<file path="config.mk">
export PLATFORM = sky130hd
export DESIGN_NAME = pc_sequencer
export DESIGN_NICKNAME = d
export VERILOG_FILES = /design/src/rtl/pc_pkg.sv /design/src/rtl/return_stack.sv /design/src/rtl/pc_sequencer.sv
export SDC_FILE = /design/constraint.sdc
export NUM_CORES = 1
export LEC_CHECK = 0
export CAP_MARGIN = 20
export CORE_MARGIN = 10
export CORE_UTILIZATION = 55
export CTS_CLUSTER_SIZE = 24
export DETAILED_ROUTE_END_ITERATION = 12
export PLACE_DENSITY = 0.79
export SYNTH_ARGS = -nofsm -noshare
export SYNTH_HDL_FRONTEND = slang
export SYNTH_SLANG_ARGS = --single-unit
</file>
<file path="constraint.sdc">
create_clock -name clk -period 6.8 [get_ports clk]
set_input_delay 1.36 -clock clk [delete_from_list [all_inputs] [get_ports clk]]
set_output_delay 1.36 -clock clk [all_outputs]
set_load 0.01 [all_outputs]
</file>
<file path="src/rtl/pc_pkg.sv">
// Operation encodings shared by decode and the program-counter sequencer.
package pc_pkg;
  localparam int OP_W = 3;

  typedef enum logic [OP_W-1:0] {
    PC_INC  = 3'd0,
    PC_JMP  = 3'd1,
    PC_REL  = 3'd2,
    PC_CALL = 3'd3,
    PC_RET  = 3'd4
  } pc_op_e;
endpackage

</file>
<file path="src/rtl/return_stack.sv">
// Return-address LIFO; push/pop requests are dropped when full/empty.
module return_stack #(
  parameter int DEPTH = 4,
  parameter int W     = 9,
  parameter int CW    = $clog2(DEPTH+1)
) (
  input  logic          clk,
  input  logic          rst,
  input  logic          push_i,
  input  logic          pop_i,
  input  logic [W-1:0]  din_i,
  output logic [W-1:0]  top_o,
  output logic [CW-1:0] count_o,
  output logic          full_o,
  output logic          empty_o
);
  localparam int IW = (DEPTH > 1) ? $clog2(DEPTH) : 1;

  // Storage is never reset; entries at or above count are don't-care.
  logic [W-1:0]  mem_q [2**IW];
  logic [CW-1:0] count_q, count_d;
  logic          push_ok, pop_ok;

  assign full_o  = (count_q == CW'(DEPTH));
  assign empty_o = (count_q == '0);
  assign push_ok = push_i && !full_o;
  assign pop_ok  = pop_i && !empty_o;
  assign count_o = count_q;
  assign top_o   = mem_q[IW'(count_q - CW'(1))];

  always_comb begin
    count_d = count_q;
    if (push_ok)     count_d = count_q + CW'(1);
    else if (pop_ok) count_d = count_q - CW'(1);
  end

  always_ff @(posedge clk) begin
    if (rst) count_q <= '0;
    else     count_q <= count_d;
  end

  always_ff @(posedge clk) begin
    if (!rst && push_ok) mem_q[IW'(count_q)] <= din_i;
  end
endmodule

</file>
<file path="src/rtl/pc_sequencer.sv">
// Program counter with INC/JMP/REL/CALL/RET and a hardware return stack.
module pc_sequencer
  import pc_pkg::*;
#(
  parameter int                ADDR_W      = 9,
  parameter int                STACK_DEPTH = 4,
  parameter logic [ADDR_W-1:0] RESET_ADDR  = '0,
  parameter int                CW          = $clog2(STACK_DEPTH+1)
) (
  input  logic              clk,
  input  logic              rst,
  input  logic              en,
  input  logic [OP_W-1:0]   op,
  input  logic [ADDR_W-1:0] target,
  input  logic [ADDR_W-1:0] offset,
  input  logic              clr_err,
  output logic [ADDR_W-1:0] curr_instr_addr,
  output logic [CW-1:0]     stack_count,
  output logic              stack_full,
  output logic              stack_empty,
  output logic              err_ovf,
  output logic              err_unf
);
  logic [ADDR_W-1:0] pc_q, pc_d, pc_inc, stk_top;
  logic              ovf_q, unf_q;
  logic              is_call, is_ret, new_ovf, new_unf;

  assign pc_inc  = pc_q + ADDR_W'(1);
  assign is_call = en && (op == PC_CALL);
  assign is_ret  = en && (op == PC_RET);
  assign new_ovf = is_call && stack_full;
  assign new_unf = is_ret && stack_empty;

  return_stack #(.DEPTH(STACK_DEPTH), .W(ADDR_W), .CW(CW)) u_stack (
    .clk     (clk),
    .rst     (rst),
    .push_i  (is_call),
    .pop_i   (is_ret),
    .din_i   (pc_inc),
    .top_o   (stk_top),
    .count_o (stack_count),
    .full_o  (stack_full),
    .empty_o (stack_empty)
  );

  // Failed CALL/RET fall through to the next instruction.
  always_comb begin
    pc_d = pc_inc;
    if (en) begin
      case (op)
        PC_JMP:  pc_d = target;
        PC_REL:  pc_d = pc_q + offset;
        PC_CALL: pc_d = stack_full  ? pc_inc : target;
        PC_RET:  pc_d = stack_empty ? pc_inc : stk_top;
        default: pc_d = pc_inc;
      endcase
    end else begin
      pc_d = pc_q;
    end
  end

  always_ff @(posedge clk) begin
    if (rst) begin
      pc_q  <= RESET_ADDR;
      ovf_q <= 1'b0;
      unf_q <= 1'b0;
    end else begin
      pc_q  <= pc_d;
      ovf_q <= (ovf_q && !clr_err) || new_ovf;
      unf_q <= (unf_q && !clr_err) || new_unf;
    end
  end

  assign curr_instr_addr = pc_q;
  assign err_ovf         = ovf_q;
  assign err_unf         = unf_q;
endmodule

</file>
Yosys cells after proc, flatten, opt, wreduce, memory -nomap -nowiden --
Memories as Yosys holds them, arrays and structs flattened. Index checks and enable logic that the tools add are counted.
Operators by class: equal/unequal tests 5, reduce and logical (&&, ||, !) cells 17, multiplexer cells 7, add/subtract/negate cells 4
Operator list (number):
- $pmux W9 S4 | 1
- $mux W9 | 2
- $add A9 B1 Y9 const B | 1
- $add A9 B9 Y9 | 1
- $logic_and A1 B1 Y1 | 9
- $eq A3 B2 Y1 const B | 2
- $eq A3 B3 Y1 const B | 2
- $mux W3 | 2
- $logic_not A1 Y1 | 4
- $add A3 B1 Y3 const B | 1
- $eq A3 B1 Y1 const B | 1
- $logic_not A3 Y1 | 1
- $sub A3 B1 Y3 const B | 1
- $logic_or A1 B1 Y1 | 2
- $mux W1 | 2
- $reduce_bool A2 Y1 | 1
Storage, ports and cells: memories kept 1, word-level logic and storage cells 38, bits of input ports 25, memory bits (writable) 36, flip-flop bits (word level) 14
Memories:
- u_stack.mem_q | depth 4, width 9, rd ports 1, clocked after memory_dff 0, write ports 1, line return_stack.sv:20 | logic [W-1:0] mem_q [2**IW];

Depth between registers and ports, before layout --
Gate-level depths: netlist of the first run.
depth after elaboration 6, gate-level depth with buffers 10

Hierarchy --
Synthesis of the first run repeated with hierarchy kept, for this count alone.
Second synthesis, totals: cells, all modules 223, area total of the unflattened synthesis 2713.9 um^2
By module, submodules not included:
- return_stack | area an instance 1576.5 um^2, seq. area each 1141.1 um^2, times used 1, cells each 80
- pc_sequencer | area an instance 1137.3 um^2, seq. area each 220.2 um^2, times used 1, cells each 143

Worst setup path before layout of the first run --
OpenSTA, ideal clock, no wires.
path type input -> register, from input port offset[0], to register pc_q[6] (netlist: curr_instr_addr[6]), arrival 2.648 ns, stages 8, slack 4.019 ns, path buffers 0, cell sequence ha_1 inv_1 fa_1 nor2b_1 o2111ai_1 and4_1 o21ai_0 a311oi_1
On the way: longest elaborated chain between the ends 2
RTL lines:
- from (decl) | line pc_sequencer.sv:15 | input logic [ADDR_W-1:0] offset,
- $add A9 B9 Y9 | line pc_sequencer.sv:52 | PC_REL: pc_d = pc_q + offset;
- $pmux W9 S4 | line pc_sequencer.sv:50 | case (op)
- to (signal assigned) | line pc_sequencer.sv:68 | pc_q <= pc_d;
- to (decl) | line pc_sequencer.sv:24 | logic [ADDR_W-1:0] pc_q, pc_d, pc_inc, stk_top;
No other way between the ends. A chain may end at the register's enable or synchronous reset.

Worst setup path in the final report of the first run --
from register u_stack.count_q[0] (netlist: u_stack.count_o[0]), to output port stack_empty
On the way: longest elaborated chain between the ends 1
RTL lines:
- from (decl) | line return_stack.sv:21 | logic [CW-1:0] count_q, count_d;
- from (signal assigned) | line return_stack.sv:39 | else count_q <= count_d;
- $logic_not A3 Y1 | line return_stack.sv:25 | assign empty_o = (count_q == '0);
- to (decl) | line pc_sequencer.sv:20 | output logic stack_empty,
No other way between the ends.

==> results of run 1 <==
[through the flow]
step	hold slack, ns	instance area, sq um
after floorplan	0.519	2710
after global placement	0.478	3150
after detailed placement	0.494	3150
after CTS	0.520	3250
after global routing	0.554	3260
final	0.515	3260
[layer usage]
metal / wire (um) / up-vias / part of all wire, %
li1: - / 950 / -
met1: 2920 / 1000 / 45
met2: 3160 / 68 / 48
met3: 352 / 8 / 5.4
met4: 92 / 0 / 1.4
met5: 0 / - / 0
[cell usage in the layout, fill, tap and decap left out, types with 7 or more instances in the layout]
cell,synthesis,routed
clkdlybuf4s50_1,0,40
edfxtp_1,36,36
xnor2_1,7,7
a21oi_1,11,11
mux4_2,9,9
nor2_1,14,14
nand2_1,16,16
ha_1,15,15
dfxtp_1,14,14
o21ai_0,7,7
inv_1,12,12
clkbuf_8,0,7
[path summary, 6_finish.rpt]
kind / from / endpoint / slack, ns / cells past startpoint
hold / removal: err_unf / err_unf / 0.52 / 2
hold reg to reg: err_unf / err_unf / 0.52 / 2
setup / recovery: u_stack.count_o[0] / stack_empty / 3.04 / 4
setup reg to reg: u_stack.count_o[0] / curr_instr_addr[2] / 3.96 / 8
[cells in the mapped netlist (2+ instances only)]
cell,number,share of area (%)
nor2_1,14,1.9
xnor2_1,7,2.3
or3_1,3,0.69
a311oi_1,3,0.97
xor2_1,3,0.97
o2111ai_1,2,0.65
inv_1,12,1.7
or2_2,2,0.46
a211oi_1,2,0.55
nand2_1,16,2.2
a21boi_0,2,0.55
a31oi_1,3,0.69
a221oi_1,6,1.9
a21o_1,3,0.83
ha_1,15,6.9
a221o_1,4,1.5
buf_2,4,0.74
a21oi_1,11,2.0
nand4_1,2,0.46
dfxtp_1,14,10
edfxtp_1,36,40
nand3_1,4,0.74
and2_1,5,1.2
o21a_1,3,0.83
mux4_2,9,7.5
o21ai_0,7,1.3
nand3b_1,2,0.55
nor3_1,6,1.1
clkbuf_1,5,0.69
[critical path, stage by stage (launching register included)]
cell and delay (ns):
dfxtp_1 0.80, inv_1 0.20, ha_1 0.30, ha_1 0.28
clkdlybuf4s50_1 0.52
[sequential cells by signal, indices dropped and copies added, names as in the netlist]
signal / flops
err_unf: 1
curr_instr_addr: 9
u_stack.mem_q: 36
err_ovf: 1
u_stack.count_o: 3
[layout make-up]
class | count | area (sq um) | area share (%)
inverters | 13 | 48.8 | 1.50
clock inverters | 1 | 3.75 | 0.115
well taps | 67 | 83.8 | 2.57
repair buffers | 41 | 408 | 12.5
clock buffers | 7 | 96.3 | 2.96
multi-input cells | 155 | 1260 | 38.6
flip-flops and latches | 50 | 1360 | 41.8
[power by group through the flow]
stage                     Combinational (mW)  Clock, mW  Sequential, mW
after floorplan                       0.0643          0           0.351
after global placement                 0.106          0           0.353
after detailed placement               0.108          0           0.353
after CTS                              0.109      0.187           0.346
after global routing                   0.119      0.199           0.347
final                                  0.110      0.185           0.346
[cells by family (layout without fill, tap and decap cells)]
family,Yosys count,count (layout),share of synthesized area (%)
AOI/OAI and AO/OA,55,55,14.7
xor gates and xnor gates,10,10,3.24
adders and majority gates,16,16,7.68
buffers and inverters,22,62,3.24
DFF,50,50,50.3
muxes,11,11,8.28
and+or+nand+nor,63,63,12.5
==> results.yml, run 1 <==
timing:
  fin_crit_sh_pct: 55.2
  slew_viol_final: 0
  maxSlewHeadroom_pct: 51.4
  worst_pin_slew_ns: 0.727
  fmax_mhz: 266
  rsz0062_at_grt: "false"
  finClkSkew_ns: 0.0121
  finalHoldViolCount: 0
  fin_crit_ns: 3.76
  finalSetupTns_ns: 0
  timing.final.ws_setup_ns: 3.04
  setup_viol: 0
synthesis:
  synth-main-ff-cell: "edfxtp_1"
  ys_warn_count: 0
  synth_area_sq_um: 2710
  synthArstFlopShare_pct: 0
  ys_ff_latch: 50
  syn_inst: 227
  synth_edf_count: 36
  syn_avg_cell_area_sq_um: 11.9
  seq_area_frac_synth_pct: 50.3
  synth_nets: 268
  ys_types: 51
hold_path:
  hold_path.class: "flop to flop"
floorplan:
  die_x_um: 90.1
  core-area_sq_um: 4750
  initial_core_util_pct: 56.9
  num_io_pins: 41
  die_h_um: 90.1
  die_area_sq_um: 8120
  num_rows: 25
power_and_ir_drop:
  power_uw: 640
  combPwrFrac_pct: 17.1
  power_density_nw_per_um2: 196
  irDropWorstVdd_uv: 145
  seq_power_share_pct: 54.0
  pwr-share-clk_pct: 28.8
  power.leakage_nw: 1.14
  p_int_uw: 481
  p_sw_uw: 159
  p_sw_share_pct: 24.8
place:
  place_ws_ns: 2.93
  dp_cells: 325
  io_buffers: 40
  hpwl_mm: 4.80
  gp_congestion: 0.841
flow_run:
  cap_viol_max_count: 0
cells_and_area:
  antenna_cells: 0
  layout.cells.non_filler: 334
  final_net_count: 307
  syn_to_final_growth_pct: 20.4
  utilization_pct: 68.5
  drive_gt1_share_pct: 9.36
  fillers: 371
grt:
  grt_pass1_vias: 1971
  global_route.usage.met1_pct: 20.1
  use_met2_pct: 25.3
  top_usage_layer: "met2"
  grtUsageMet3_pct: 3.74
  grt_antenna_before_repair: 0
  grt_max_degree: 18
  grt_util_all_layers_pct: 15.7
  grt.overflow.total: 0
  grt_pass1_wl_mm: 10.3
clocking:
  cts_buffers: 5
  clkTransAtPathRegs_ns: 0.09
  cts_tree: "built"
  clock-sinks: 50
  cts_hold_buf: 0
  cts_max_level: 2
  post_cts_resize_count: 0
  clock_latency_ns: 0.30
  post_cts_buffers: 0
  clk_path_buf_depth: 2
  cts-root-buf: "clkbuf_8"
critical_path:
  cp-end-kind: "output port"
  crit_type: "flop to output port"
  start_kind: "flop"
  cp_max_fo: 13
  worstPathRequired_ns: 5.44
  arrival_ns: 2.40
route:
  drc: 0
  vias_per_cell: 6.07
  drt-pass1-iter-count: 4
  wire_per_inst_um: 19.6
  vias: 2026
  wl_mm: 6.53
  drtIter0Drc: 153
  drtAntennaViolNets: 0
run_status:
  status: "complete, no violations"
No activity file was read; power rests on OpenSTA's default activity.
==> inputs of run 2 (changes only) <==
Settings changed: CORE_UTILIZATION 55 to 49, PLACE_DENSITY 0.79 to 0.74.
Clock period 6.8 ns to 3.07 ns, I/O delays scaled along.
==> results.yml, run 2 (synthesis results as in run 1) <==
hold_path:
  hold_path.class: "flop to flop"
timing:
  maxSlewHeadroom_pct: 63.1
  finalHoldViolCount: 0
  hold-worst-slack_ns: 0.504
  setup_viol: 0
  slew_viol_final: 0
  finalSetupTns_ns: 0
  timing.final.ws_setup_ns: 0.615
  fin_crit_ns: 2.45
  worst_pin_slew_ns: 0.553
  fin_crit_sh_pct: 80.0
  fmax_mhz: 407
  finClkSkew_ns: 0.0106
  rsz0062_at_grt: "false"
clocking:
  cts_hold_buf: 0
  cts_max_level: 2
  clkTransAtPathRegs_ns: 0.10
  post_cts_resize_count: 0
  cts_buffers: 5
  post_cts_buffers: 0
  clock-sinks: 50
  clock_latency_ns: 0.31
  cts-root-buf: "clkbuf_8"
  cts_tree: "built"
  clk_path_buf_depth: 2
critical_path:
  cp_max_fo: 5
  arrival_ns: 1.84
  start_kind: "flop"
  cp-end-kind: "output port"
  cp_common_cell: "ha_1"
  crit_type: "flop to output port"
  worstPathRequired_ns: 2.46
  crit_path_top_delay_cell: "clkdlybuf4s50_1"
  max_stage_delay_ns: 0.58
  worstPathCellList: "inv_1, ha_1, ha_1, clkdlybuf4s50_1"
power_and_ir_drop:
  irDropWorstVdd_uv: 272
  power_mw: 1.48
  power_density_nw_per_um2: 446
  power.leakage_nw: 1.17
cells_and_area:
  final_net_count: 313
  regMostFlops: "u_stack.mem_q"
  utilization_pct: 63.3
  syn_to_final_growth_pct: 22.6
  drive_gt1_share_pct: 11.4
  fillers: 409
  stdcell_area_sq_um: 3320
  layout.cells.non_filler: 343
  largest_reg_flops: 36
  final_common_cell: "clkdlybuf4s50_1"
  antenna_cells: 0
  final_cell_mix: "clkdlybuf4s50_1 (40), edfxtp_1 (36), nand2_1 (16), ha_1 (15)"
floorplan:
  die_area_sq_um: 8890
  initial_core_util_pct: 51.6
  num_rows: 26
  die_h_um: 94.3
  die_x_um: 94.3
  core-area_sq_um: 5240
  num_io_pins: 41
route:
  wl_mm: 6.34
  drtAntennaViolNets: 0
  vias_per_cell: 5.74
  drt-pass1-iter-count: 4
  wire_per_inst_um: 18.5
  drtIter0Drc: 161
  drc: 0
  vias: 1968
grt:
  use_met2_pct: 23.3
  grtUsageMet3_pct: 3.84
  grt_max_degree: 17
  top_usage_layer: "met2"
  grt_pass1_wl_mm: 10.3
  grt_pass1_vias: 1993
  grt.overflow.total: 0
  grt_util_all_layers_pct: 14.8
  grt_antenna_before_repair: 0
  global_route.usage.met1_pct: 19.5
place:
  place_area_sq_um: 3210
  gp_congestion: 0.901
  hpwl_mm: 4.71
  place_ws_ns: 0.414
  dp_cells: 335
  io_buffers: 40
run_status:
  status: "complete, no violations"
flow_run:
  cap_viol_max_count: 0
==> run 2: cell types whose count changed in the layout (fill, tap and decap cells not counted) <==
cell and change:
buf_4 +6, bufinv_16 +1, clkbuf_1 +1, clkbuf_8 -2, clkinv_1 -1, clkinvlp_4 +1
==> run 2: area by class of cell <==
cell class	instances	area (sq um)	area share, %
clock inverters	2	37.5	1.13
flip-flops and latches	50	1360	41.0
inverters	13	48.8	1.47
multi-input cells	155	1260	37.9
well taps	70	87.6	2.64
repair buffers	47	453	13.7
clock buffers	6	72.6	2.19
==> run 2: worst paths after layout <==
kind	start	end	slack [ns]	cells after the start
setup reg to reg	u_stack.count_o[1]	curr_instr_addr[2]	0.75	8
hold / removal	err_unf	err_unf	0.50	2
setup / recovery	u_stack.count_o[1]	stack_empty	0.62	4
hold reg to reg	err_unf	err_unf	0.50	2
==> run 2: metal layers <==
metal / wire (um) / up-vias
li1: - / 958
met1: 2730 / 948
met2: 3020 / 55
met3: 520 / 7
met4: 71 / 0
met5: 0 / -
==> run 2: worst max-delay path, delay by kind of cell (launching register included) <==
family / cells / cell delay [ns]
buffers and inverters: 2 / 0.67
adders and majority gates: 2 / 0.50
DFF: 1 / 0.36
==> run 2: report_power, final <==
group	total [mW]	internal [mW]	leakage (nW)	switching (mW)
clock	0.468	0.243	0.0514	0.225
sequential	0.764	0.742	0.442	0.0216
combinational	0.249	0.126	0.675	0.123
==> inputs of run 3 (changes only) <==
Settings changed: CORE_UTILIZATION 49 to 54, PLACE_DENSITY 0.74 to 0.78.
Clock period 3.07 ns to 2.4 ns, I/O delays scaled along.
==> results.yml, run 3 (synthesis results as in run 1) <==
power_and_ir_drop:
  irDropWorstVdd_uv: 472
  p_sw_share_pct: 24.3
  power.leakage_nw: 1.26
  pwr-share-clk_pct: 30.8
  seq_power_share_pct: 51.3
  power_mw: 1.90
  power_density_nw_per_um2: 547
  p_sw_uw: 462
  p_int_mw: 1.44
  combPwrFrac_pct: 18.0
critical_path:
  max_stage_delay_ns: 0.55
  crit_type: "flop to output port"
  r2r_cells: 8
  crit_path_top_delay_cell: "clkdlybuf4s50_1"
  cp_max_fo: 5
  start_kind: "flop"
  cp.buffers_inverters: 2
  arrival_ns: 1.79
  worstPathRequired_ns: 1.92
  worstPathCellList: "inv_1, ha_1, ha_2, clkdlybuf4s50_1"
  critical_path_depth: 4
  path_delay_family: "buffers and inverters"
  cp-end-kind: "output port"
timing:
  fmax_mhz: 441
  fin_crit_ns: 2.27
  slew_viol_final: 0
  worst_pin_slew_ns: 0.472
  maxSlewHeadroom_pct: 68.3
  hold-worst-slack_ns: 0.498
  finClkSkew_ns: 0.00713
  rsz0062_at_grt: "false"
  finalSetupTns_ns: 0
  setup_viol: 0
  timing.final.ws_setup_ns: 0.130
  fin_crit_sh_pct: 94.6
  finalHoldViolCount: 0
grt:
  grt_pass1_vias: 2086
  grt.overflow.total: 0
  grt_antenna_before_repair: 0
  grt_util_all_layers_pct: 15.7
  grt_pass1_wl_mm: 10.5
  grt_max_degree: 16
floorplan:
  die_h_um: 90.8
  die_area_sq_um: 8240
  num_io_pins: 41
  core-area_sq_um: 4790
  initial_core_util_pct: 56.5
  die_x_um: 90.8
  num_rows: 25
clocking:
  clk_path_buf_depth: 2
  clock-sinks: 50
  clock_latency_ns: 0.30
  cts_max_level: 2
  cts_hold_buf: 0
  cts_tree: "built"
  post_cts_buffers: 0
  post_cts_resize_count: 0
  cts_buffers: 5
  cts-root-buf: "clkbuf_8"
  clkTransAtPathRegs_ns: 0.09
route:
  wire_per_inst_um: 18.1
  wl_mm: 6.46
  vias: 2068
  drtAntennaViolNets: 0
  drc: 0
  drt-pass1-iter-count: 5
  drtIter0Drc: 143
  vias_per_cell: 5.79
place:
  io_buffers: 40
  place_ws_ns: -0.164
  place_area_sq_um: 3360
  hpwl_mm: 5.03
  gp_congestion: 0.917
  dp_cells: 349
run_status:
  status: "complete, no violations"
cells_and_area:
  fillers: 327
  layout.cells.non_filler: 357
  largest_reg_flops: 36
  regMostFlops: "u_stack.mem_q"
  stdcell_area_sq_um: 3470
  syn_to_final_growth_pct: 28.3
  drive_gt1_share_pct: 17.2
  antenna_cells: 0
  final_net_count: 330
  final_cell_mix: "clkdlybuf4s50_1 (40), edfxtp_1 (36), buf_4 (22), nand2_1 (16)"
  utilization_pct: 72.5
  final_common_cell: "clkdlybuf4s50_1"
hold_path:
  whs_path_depth: 2
  hold_path.class: "flop to flop"
flow_run:
  cap_viol_max_count: 0
[run 3: power by group through the flow]
stage | Combinational, mW | Sequential (mW) | Clock [mW]
3_3_place_gp | 0.332 | 0.992 | 0
2_1_floorplan | 0.182 | 0.995 | 0
6_report | 0.341 | 0.974 | 0.584
3_5_place_dp | 0.337 | 0.993 | 0
5_1_grt | 0.374 | 0.977 | 0.635
4_1_cts | 0.341 | 0.973 | 0.595
[run 3: layout make-up]
class                      instances  area [sq um]  area share (%)
sequential                        50          1360            39.2
inverter                          13          48.8            1.41
clock buffer                       6          72.6            2.09
tap                               67          83.8            2.42
clock inverter                     2          37.5            1.08
multi-input combinational        155          1260            36.3
timing repair buffer              64           606            17.4
[run 3: tightest hold or removal path, cell delays in order, from the launching register on]
cell     delay (ns)
dfxtp_1        0.34
a32oi_1        0.06
nor2_1         0.07
[run 3: layer usage]
layer  GRT usage (%)  routed length [um]  vias to the layer above
met4            4.31                  68                        0
met5               0                   0                        -
met3            3.24                 298                        8
met2            27.9                3350                       79
li1                -                   -                      992
met1            18.6                2740                      989
[run 3: final timing paths]
kind                           start                 end  slack (ns)
setup reg to reg  u_stack.count_o[1]  curr_instr_addr[2]        0.26
setup / recovery  u_stack.count_o[1]         stack_empty        0.13
hold reg to reg              err_unf             err_unf        0.50
hold / removal               err_unf             err_unf        0.50
